**src/rtl/dart_pkg.sv**
```systemverilog
// dart_pkg: shared definitions for the darts match controller.
//   state_t    - controller state encoding
//   GRID       - side length of the square dart sensor grid
//   POINT_*    - point value awarded for each ring, plus the miss value
package dart_pkg;

    typedef enum logic [2:0] {
        ST_INIT,
        ST_WAIT_DART,
        ST_LOOKUP,
        ST_APPLY,
        ST_TURN_DONE,
        ST_RESULT,
        ST_FINISH
    } state_t;

    localparam int GRID = 10;

    localparam logic [5:0] POINT_R1   = 6'd50;
    localparam logic [5:0] POINT_R3   = 6'd25;
    localparam logic [5:0] POINT_R5   = 6'd20;
    localparam logic [5:0] POINT_R7   = 6'd10;
    localparam logic [5:0] POINT_R9   = 6'd5;
    localparam logic [5:0] POINT_MISS = 6'd0;

endpackage

```
**src/rtl/dart_match_point_lut.sv**
```systemverilog
// dart_point_lut: combinational point map for one dart.
//   x, y  : grid column/row; 10..15 on either axis is a miss
//   point : ring value (50/25/20/10/5) or 0 for a miss
// Rings are concentric squares around the board centre at 4.5, so working in
// doubled coordinates keeps the distance |2x-9| an odd integer 1..9.
module dart_point_lut
    import dart_pkg::*;
(
    input  logic [3:0] x,
    input  logic [3:0] y,
    output logic [5:0] point
);

    logic [4:0] x2;
    logic [4:0] y2;
    logic [4:0] dx;
    logic [4:0] dy;
    logic [4:0] r;

    // Chebyshev distance from the centre selects the ring.
    always_comb begin
        x2    = {x, 1'b0};
        y2    = {y, 1'b0};
        dx    = (x2 > 5'd9) ? (x2 - 5'd9) : (5'd9 - x2);
        dy    = (y2 > 5'd9) ? (y2 - 5'd9) : (5'd9 - y2);
        r     = (dx > dy) ? dx : dy;
        point = POINT_MISS;
        if ((x < 4'(GRID)) && (y < 4'(GRID))) begin
            case (r)
                5'd1:    point = POINT_R1;
                5'd3:    point = POINT_R3;
                5'd5:    point = POINT_R5;
                5'd7:    point = POINT_R7;
                5'd9:    point = POINT_R9;
                default: point = POINT_MISS;
            endcase
        end
    end

endmodule

```
**src/rtl/dart_match.sv**
```systemverilog
// dart_match: N-player darts match controller with bust and exact-zero rules.
//   clk, reset             - clock, asynchronous active-high reset
//   dart_come_i            - dart strobe, taken only while dart_ready_o=1
//   dart_position_x_i/y_i  - grid position of the dart (10..15 = miss)
//   new_game_i             - restart request, taken only after a win
//   score_sel_i            - player index for score_o readout
//   dart_ready_o           - waiting for a dart
//   current_player_o       - player currently throwing
//   player_done_o          - one-hot pulse at the end of a player's turn
//   bust_o                 - pulse with player_done_o when the turn busted
//   game_set_o             - pulse when a player reaches exactly zero
//   winner_valid_o/id_o    - winner, held until the next game starts
//   score_o                - score of player score_sel_i (0 if out of range)
module dart_match
    import dart_pkg::*;
#(
    parameter int NUM_PLAYERS    = 2,
    parameter int START_SCORE    = 501,
    parameter int SCORE_W        = 9,
    parameter int DARTS_PER_TURN = 3,
    parameter int PID_W          = (NUM_PLAYERS > 1) ? $clog2(NUM_PLAYERS) : 1
) (
    input  logic                   clk,
    input  logic                   reset,
    input  logic                   dart_come_i,
    input  logic [3:0]             dart_position_x_i,
    input  logic [3:0]             dart_position_y_i,
    input  logic                   new_game_i,
    input  logic [PID_W-1:0]       score_sel_i,
    output logic                   dart_ready_o,
    output logic [PID_W-1:0]       current_player_o,
    output logic [NUM_PLAYERS-1:0] player_done_o,
    output logic                   bust_o,
    output logic                   game_set_o,
    output logic                   winner_valid_o,
    output logic [PID_W-1:0]       winner_id_o,
    output logic [SCORE_W-1:0]     score_o
);

    state_t             state;
    state_t             state_next;
    logic [SCORE_W-1:0] scores [NUM_PLAYERS];
    logic [SCORE_W-1:0] turn_start;
    logic [SCORE_W-1:0] cur_score;
    logic [SCORE_W-1:0] point_ext;
    logic [PID_W-1:0]   cur_player;
    logic [PID_W-1:0]   next_player;
    logic [PID_W-1:0]   winner_id;
    logic               winner_valid;
    logic [2:0]         dart_cnt;
    logic [2:0]         dart_cnt_inc;
    logic [3:0]         x_reg;
    logic [3:0]         y_reg;
    logic [5:0]         lut_point;
    logic [5:0]         point_reg;
    logic               bust_flag;

    dart_point_lut u_lut (
        .x     (x_reg),
        .y     (y_reg),
        .point (lut_point)
    );

    assign cur_score        = scores[cur_player];
    assign point_ext        = SCORE_W'(point_reg);
    assign dart_cnt_inc     = dart_cnt + 3'd1;
    assign next_player      = (cur_player == PID_W'(NUM_PLAYERS - 1)) ? '0 : cur_player + 1'b1;
    assign current_player_o = cur_player;
    assign winner_valid_o   = winner_valid;
    assign winner_id_o      = winner_id;

    // State register.
    always_ff @(posedge clk or posedge reset) begin
        if (reset) begin
            state <= ST_INIT;
        end else begin
            state <= state_next;
        end
    end

    // Next-state and pulse outputs. Exact zero is tested before the bust and
    // dart-count checks so a finishing dart always wins the game.
    always_comb begin
        state_next    = state;
        dart_ready_o  = 1'b0;
        player_done_o = '0;
        bust_o        = 1'b0;
        game_set_o    = 1'b0;
        case (state)
            ST_INIT: state_next = ST_WAIT_DART;
            ST_WAIT_DART: begin
                dart_ready_o = 1'b1;
                if (dart_come_i) state_next = ST_LOOKUP;
            end
            ST_LOOKUP: state_next = ST_APPLY;
            ST_APPLY: begin
                if (point_ext == cur_score)                    state_next = ST_RESULT;
                else if (point_ext > cur_score)                state_next = ST_TURN_DONE;
                else if (dart_cnt_inc == 3'(DARTS_PER_TURN))   state_next = ST_TURN_DONE;
                else                                           state_next = ST_WAIT_DART;
            end
            ST_TURN_DONE: begin
                player_done_o = NUM_PLAYERS'(1) << cur_player;
                bust_o        = bust_flag;
                state_next    = ST_WAIT_DART;
            end
            ST_RESULT: begin
                game_set_o = 1'b1;
                state_next = ST_FINISH;
            end
            ST_FINISH: begin
                if (new_game_i) state_next = ST_INIT;
            end
            default: state_next = ST_INIT;
        endcase
    end

    // Game datapath. A bust rolls the player back to the score snapshotted
    // when the turn started; the compare precedes the subtract so no underflow.
    always_ff @(posedge clk or posedge reset) begin
        if (reset) begin
            for (int p = 0; p < NUM_PLAYERS; p++) scores[p] <= '0;
            turn_start   <= '0;
            cur_player   <= '0;
            dart_cnt     <= '0;
            x_reg        <= '0;
            y_reg        <= '0;
            point_reg    <= '0;
            bust_flag    <= 1'b0;
            winner_id    <= '0;
            winner_valid <= 1'b0;
        end else begin
            case (state)
                ST_INIT: begin
                    for (int p = 0; p < NUM_PLAYERS; p++) scores[p] <= SCORE_W'(START_SCORE);
                    turn_start   <= SCORE_W'(START_SCORE);
                    cur_player   <= '0;
                    dart_cnt     <= '0;
                    bust_flag    <= 1'b0;
                    winner_valid <= 1'b0;
                end
                ST_WAIT_DART: begin
                    if (dart_come_i) begin
                        x_reg <= dart_position_x_i;
                        y_reg <= dart_position_y_i;
                    end
                end
                ST_LOOKUP: point_reg <= lut_point;
                ST_APPLY: begin
                    if (point_ext == cur_score) begin
                        scores[cur_player] <= '0;
                    end else if (point_ext > cur_score) begin
                        scores[cur_player] <= turn_start;
                        bust_flag          <= 1'b1;
                    end else begin
                        scores[cur_player] <= cur_score - point_ext;
                        dart_cnt           <= dart_cnt_inc;
                    end
                end
                ST_TURN_DONE: begin
                    cur_player <= next_player;
                    dart_cnt   <= '0;
                    turn_start <= scores[next_player];
                    bust_flag  <= 1'b0;
                end
                ST_RESULT: begin
                    winner_id    <= cur_player;
                    winner_valid <= 1'b1;
                end
                default: ;
            endcase
        end
    end

    // Score readout; indices beyond the last player read as zero.
    always_comb begin
        score_o = '0;
        if (int'(score_sel_i) < NUM_PLAYERS) score_o = scores[score_sel_i];
    end

endmodule

```
**config.mk**
```make
export PLATFORM = sky130hd
export DESIGN_NAME = dart_match
export DESIGN_NICKNAME = d
export VERILOG_FILES = /design/src/rtl/dart_pkg.sv /design/src/rtl/dart_match_point_lut.sv /design/src/rtl/dart_match.sv
export SDC_FILE = /design/constraint.sdc
export NUM_CORES = 1
export LEC_CHECK = 0
export ABC_AREA = 1
export CAP_MARGIN = 20
export CORE_MARGIN = 3
export CORE_UTILIZATION = 47
export CTS_CLUSTER_DIAMETER = 120
export DETAILED_ROUTE_END_ITERATION = 16
export GPL_TIMING_DRIVEN = 0
export PLACE_DENSITY = 0.69
export SYNTH_ARGS = -nofsm -noshare
export SYNTH_HDL_FRONTEND = slang
export SYNTH_HIERARCHICAL = 1
export SYNTH_SLANG_ARGS = --single-unit
```
**constraint.sdc**
```tcl
create_clock -name clk -period 2.6 [get_ports clk]
set_input_delay 0.39 -clock clk [delete_from_list [all_inputs] [get_ports clk]]
set_output_delay 0.39 -clock clk [all_outputs]
set_load 0.1 [all_outputs]
```
==> results.cfg, run 1 <==
[clock_tree]
htreeDepth = 2
root_buffer = clkbuf_8
clock-sinks = 51
cts_made_buffers = 5
cts_tree = built
ctsLongestPathBuffers = 2
clk_latency_ns = 0.31
cts.clk_slew.worst_paths_ns = 0.09
ctsHoldBuffers = 0

[yosys]
yosysWarnings = 6
synth_top_cell_area_share_pct = 33.3
netlist_area_um2 = 3830
mappedNetlistNets = 583
yosysTopAreaCell = dfrtp_1
synth_cell_types = 35
yosysSeqAreaShare_pct = 33.3
netlist_top_cells_area = dfrtp_1, nand2_1, inv_1, a21oi_1, nor2_1
ys_ff_latch = 51
netlist_instances = 553
avgSynthCellArea_um2 = 6.93

[floorplan]
rows = 32
die_x_um = 96.3
dieArea_um2 = 9270
core_um2 = 7810
start_util_pct = 49.1
ios = 30
die-height_um = 96.3

[hold_path]
hold_class = input port to async pin

[status]
status = finished, final reports clean

[finish]
areaGrowthSynthToFinish_pct = 29.3
final_util_pct = 63.4
layout_commonest_cell = nand2_1
layout-drive-gt1-share_pct = 26.5
mostFrequentLayoutCells = nand2_1, inv_1, dfrtp_1, a21oi_1, nor2_1
fin_nets = 647
largest_reg_flops = 18
n_antenna_cell = 0
fin_cells = 720

[worst_setup_path]
critPathRequiredTime_ns = 2.79
cp-end-kind = flop
worstSetupPathType = flop to flop
cp_max_fo = 5
cp.arrival_ns = 2.73
setup.worst_path.start_class = flop
slowest_stage = dfrtp_1
cpPeakStageDelay_ns = 0.42
worstPathCellList = inv_2 -> ha_4 -> inv_2 -> nand2_4 -> nand3_1 -> nand2_1 -> inv_1 -> ha_1 -> nand2_1 -> nor2_4 -> inv_2 -> nand2_4 -> buf_4 -> nand2_1 -> nand2_2 -> nand4_1 -> a21oi_2 -> mux2_2

[sta]
rsz0062_at_grt = true
hold_viol_final = 0
worst_slew_pin_slew_ns = 0.973
drv_slew = 0
period_needed_ns = 2.54
fin_skew_ns = 0.00962
timing.fmax_mhz = 394
post-route-period-util_pct = 97.7
max-slew-margin-rel_pct = 34.9
holdWs_ns = 0.401
setup-violations-final = 0

[grt]
grt_max_degree = 33
overflow = 0
grt_pass1_vias = 3514
grt_pass1_wl_um = 16800
grtUsageTotal_pct = 23.2
antenna_found_initial = 0

[place]
place.gp.congestion = 0.897
dp_cells = 684
hpwl_um = 7210
port_buffers = 28

[drt]
drt-total-wl_um = 10600
vias_per_cell = 5.33
dr.pass1.iters = 5
vias = 3841
drc = 0
drt_iter0_markers = 348
wire_per_inst_um = 14.7
final_antenna_net_count = 0

[flow_run]
drv_cap = 0
## cell usage after synthesis
cell type and count:
nand3b_1 1, nand3_2 3, nand2_2 19, a21oi_1 54
o21ai_4 1, buf_4 1, mux2_2 9, o32a_1 2
buf_6 2, fa_1 1, nand4_1 14, dfrtp_1 51
inv_2 10, o21ai_1 1, nor2_4 5, clkbuf_1 8
nand2_4 1, o21ai_2 3, nor4_1 1, nand2_1 129
inv_1 81, o21ai_0 30, nor2_1 57, nor2_2 4
xor2_1 2, nor3_1 7, nand3_1 29, xnor2_1 2
a21oi_2 1, ha_1 16, o211ai_1 1, buf_2 2
or2_2 2, nor2_8 2, o21bai_1 1
## logic make-up (layout without fill, tap and decap cells)
kind of cell    Yosys count  count (layout)  synth area share, %
buf+inv                 104             169                 10.7
flops                    51              51                 33.3
xor+xnor                  4               4                0.915
mux                       9               9                 2.65
fa+ha+maj                17              17                 5.75
compound gates           94              94                 13.4
simple gates            274             274                 33.3
## repair_timing
item	CTS	global route
gates resized for setup	70	60
cloned	0	1
endpoints found under the setup margin	43	31
hold endpoints to repair	0	0
setup buffers	18	11
pin swaps	14	35
## per-layer routing
layer,track usage [%],wire length [µm],vias to the layer above,part of all wire (%)
met1,33.5,4890,1821,46
met4,5.21,87,0,0.82
met2,37.4,5000,125,47
met5,0,0,-,0
li1,-,-,1888,-
met3,2.35,615,7,5.8
## worst paths after layout
| check | startpoint | endpoint | slack, ns | cells past startpoint |
|---|---|---|---|---|
| max | x_reg[0] | point_reg[0] | 0.06 | 18 |
| min | reset | y_reg[2] | 0.40 | 2 |
| max reg2reg | x_reg[0] | point_reg[0] | 0.06 | 18 |
| min reg2reg | turn_start[1] | turn_start[1] | 0.50 | 2 |
| max in group asynchronous | reset | scores[2] | 1.66 | 3 |
| min in group clk | turn_start[1] | turn_start[1] | 0.50 | 2 |
## critical path, delay by kind of cell (launching register included)
family                     cells  cell delay, ns
AOI/OAI and AO/OA              1            0.06
DFF                            1            0.42
and+or+nand+nor                9            0.77
adders and majority gates      2            0.44
buffers and inverters          5            0.47
muxes                          1            0.25
## cell type report
type	instances	area (µm²)
Fill cell	693	2860
Multi-Input combinational cell	398	2440
Sequential cell	51	1280
Timing Repair Buffer	58	558
Inverter	91	344
Tap cell	102	128
Buffer	12	86.3
Clock buffer	5	68.8
Clock inverter	3	43.8
## through the flow
step | TNS, ns | instance area [µm²] | setup slack [ns]
final | 0 | 4950 | 0.0607
after global routing | -0.682 | 4950 | -0.141
after CTS | 0 | 4620 | 0.00451
after detailed placement | -7.11 | 4310 | -0.626
after global placement | -11.38 | 4290 | -0.622
after floorplan | -2.79 | 3880 | -0.465
Power of run 1 is left out: the tool's default activity adds up to more than one toggle a clock period on the data nets, which glitch-free logic cannot reach.
==> run 2: changes to the inputs <==
--- a/config.mk
+++ b/config.mk
@@ -13,2 +13,3 @@
 export DETAILED_ROUTE_END_ITERATION = 16
+export GPL_ROUTABILITY_DRIVEN = 1
 export GPL_TIMING_DRIVEN = 0
==> constraint.sdc (replaced) <==
create_clock -name clk -period 2.6 [get_ports clk]
set_input_delay 0.52 -clock clk [delete_from_list [all_inputs] [get_ports clk]]
set_output_delay 0.52 -clock clk [all_outputs]
set_load 0.1 [all_outputs]
==> results.cfg, run 2 (synthesis results as in run 1) <==
[drt]
wire_per_inst_um = 15.2
drc = 0
drt-total-wl_um = 11000
final_antenna_net_count = 0
drt_iter0_markers = 398
vias_per_cell = 5.43
dr.pass1.iters = 5
vias = 3942

[finish]
n_antenna_cell = 0
layout.area.seq_um2 = 1280
layout-drive-gt1-share_pct = 30.8
areaGrowthSynthToFinish_pct = 31.6
fin_cells = 726
mostFrequentLayoutCells = nand2_1, inv_1, dfrtp_1, nor2_1, a21oi_1
nFillCells = 681
fin_nets = 653
largest_reg_flops = 18
layout_commonest_cell = nand2_1
multi_input_area_um2 = 2510

[hold_path]
whs_path_depth = 2
hold_class = flop to flop

[clock_tree]
cts_made_buffers = 5
root_buffer = clkbuf_8
cts.clk_slew.worst_paths_ns = 0.10
htreeDepth = 2
clock-sinks = 51
ctsHoldBuffers = 0
clk_latency_ns = 0.31
ctsLongestPathBuffers = 2
cts_tree = built

[place]
hpwl_um = 7210
port_buffers = 28
dp_cells = 684
place.gp.congestion = 0.897

[sta]
worst_slew_pin_slew_ns = 0.970
timing.fmax_mhz = 386
post-route-period-util_pct = 99.7
fin_skew_ns = 0.0126
rsz0062_at_grt = true
max-slew-margin-rel_pct = 35.1
period_needed_ns = 2.59
drv_slew = 0
setup-violations-final = 0
hold_viol_final = 0

[floorplan]
ios = 30
start_util_pct = 49.1
dieArea_um2 = 9270
die-height_um = 96.3
core_um2 = 7810
rows = 32
die_x_um = 96.3

[grt]
grt_pass1_vias = 3525
overflow = 0
grtUsageTotal_pct = 23.5
grt_max_degree = 33
antenna_found_initial = 0
grt_pass1_wl_um = 17000

[worst_setup_path]
cp_max_fo = 10
cp.arrival_ns = 2.07
worstPathCellList = clkbuf_1 -> clkbuf_2 -> nand2_1 -> o21ai_0 -> clkdlybuf4s18_2
worstSetupPathType = input port to output port
r2r_cells = 20
cp-end-kind = output port
critPathRequiredTime_ns = 2.08
slowest_stage = clkdlybuf4s18_2
cpPeakStageDelay_ns = 0.59
setup.worst_path.start_class = input port

[flow_run]
drv_cap = 0

[status]
status = finished, final reports clean
[run 2: cell count changes in the layout (fill, tap and decap cells not counted), sizes merged]
cell,before,now
clkdlybuf4s18,0,2
dlygate4sd2,4,0
buf,37,46
o21ai,35,36
clkdlybuf4s15,8,4
clkbuf,12,14
[run 2: final timing paths]
path	from	endpoint	slack, ns
worst max register to register	y_reg[0]	point_reg[0]	0.07
max in group asynchronous	reset	scores[2]	1.53
worst min-delay path	turn_start[1]	turn_start[1]	0.50
min in group asynchronous	reset	y_reg[2]	0.53
worst min register to register	turn_start[1]	turn_start[1]	0.50
worst max-delay path	score_sel_i	score_o[1]	0.007
[run 2: per-stage QoR]
stage          instance area, µm²  setup TNS (ns)  utilization (%)  worst slack [ns]  hold slack [ns]
2_1_floorplan                3880           -4.55                -            -0.725            0.453
3_3_place_gp                 4290          -20.74             55.0            -0.752            0.472
3_5_place_dp                 4310           -9.84             55.2            -0.756            0.475
4_1_cts                      4650               0             59.5           0.00192            0.500
5_1_grt                      5040          -0.730             64.6            -0.154            0.539
6_report                     5040               0             64.6           0.00699            0.497
[run 2: metal layers]
metal | share of wire, % | wire length (µm) | GRT usage (%)
met1 | 44 | 4880 | 33.4
met2 | 47 | 5180 | 38.0
met4 | 1.8 | 194 | 4.98
met5 | 0 | 0 | 0
met3 | 7.1 | 788 | 3.28
[run 2: final cells by class]
type	count	area share (%)
multi-input cells	399	49.9
flip-flops and latches	51	25.3
repair buffers	63	11.2
inverters	91	6.88
well taps	102	2.53
plain buffers	12	1.94
clock buffers	5	1.37
clock inverters	3	0.869
[run 2: worst max-delay path: cells and delay by family]
kind,cells,cell delay (ns)
AOI/OAI and AO/OA,1,0.12
and+or+nand+nor,1,0.08
buffers and inverters,3,1.35
[run 2: what timing repair did]
action	in CTS	in global routing
endpoints found under the setup margin	43	40
pin swaps	15	47
buffers inserted	18	14
resized for setup	77	92
gates cloned	0	3
Power of run 2 is left out for the same reason.
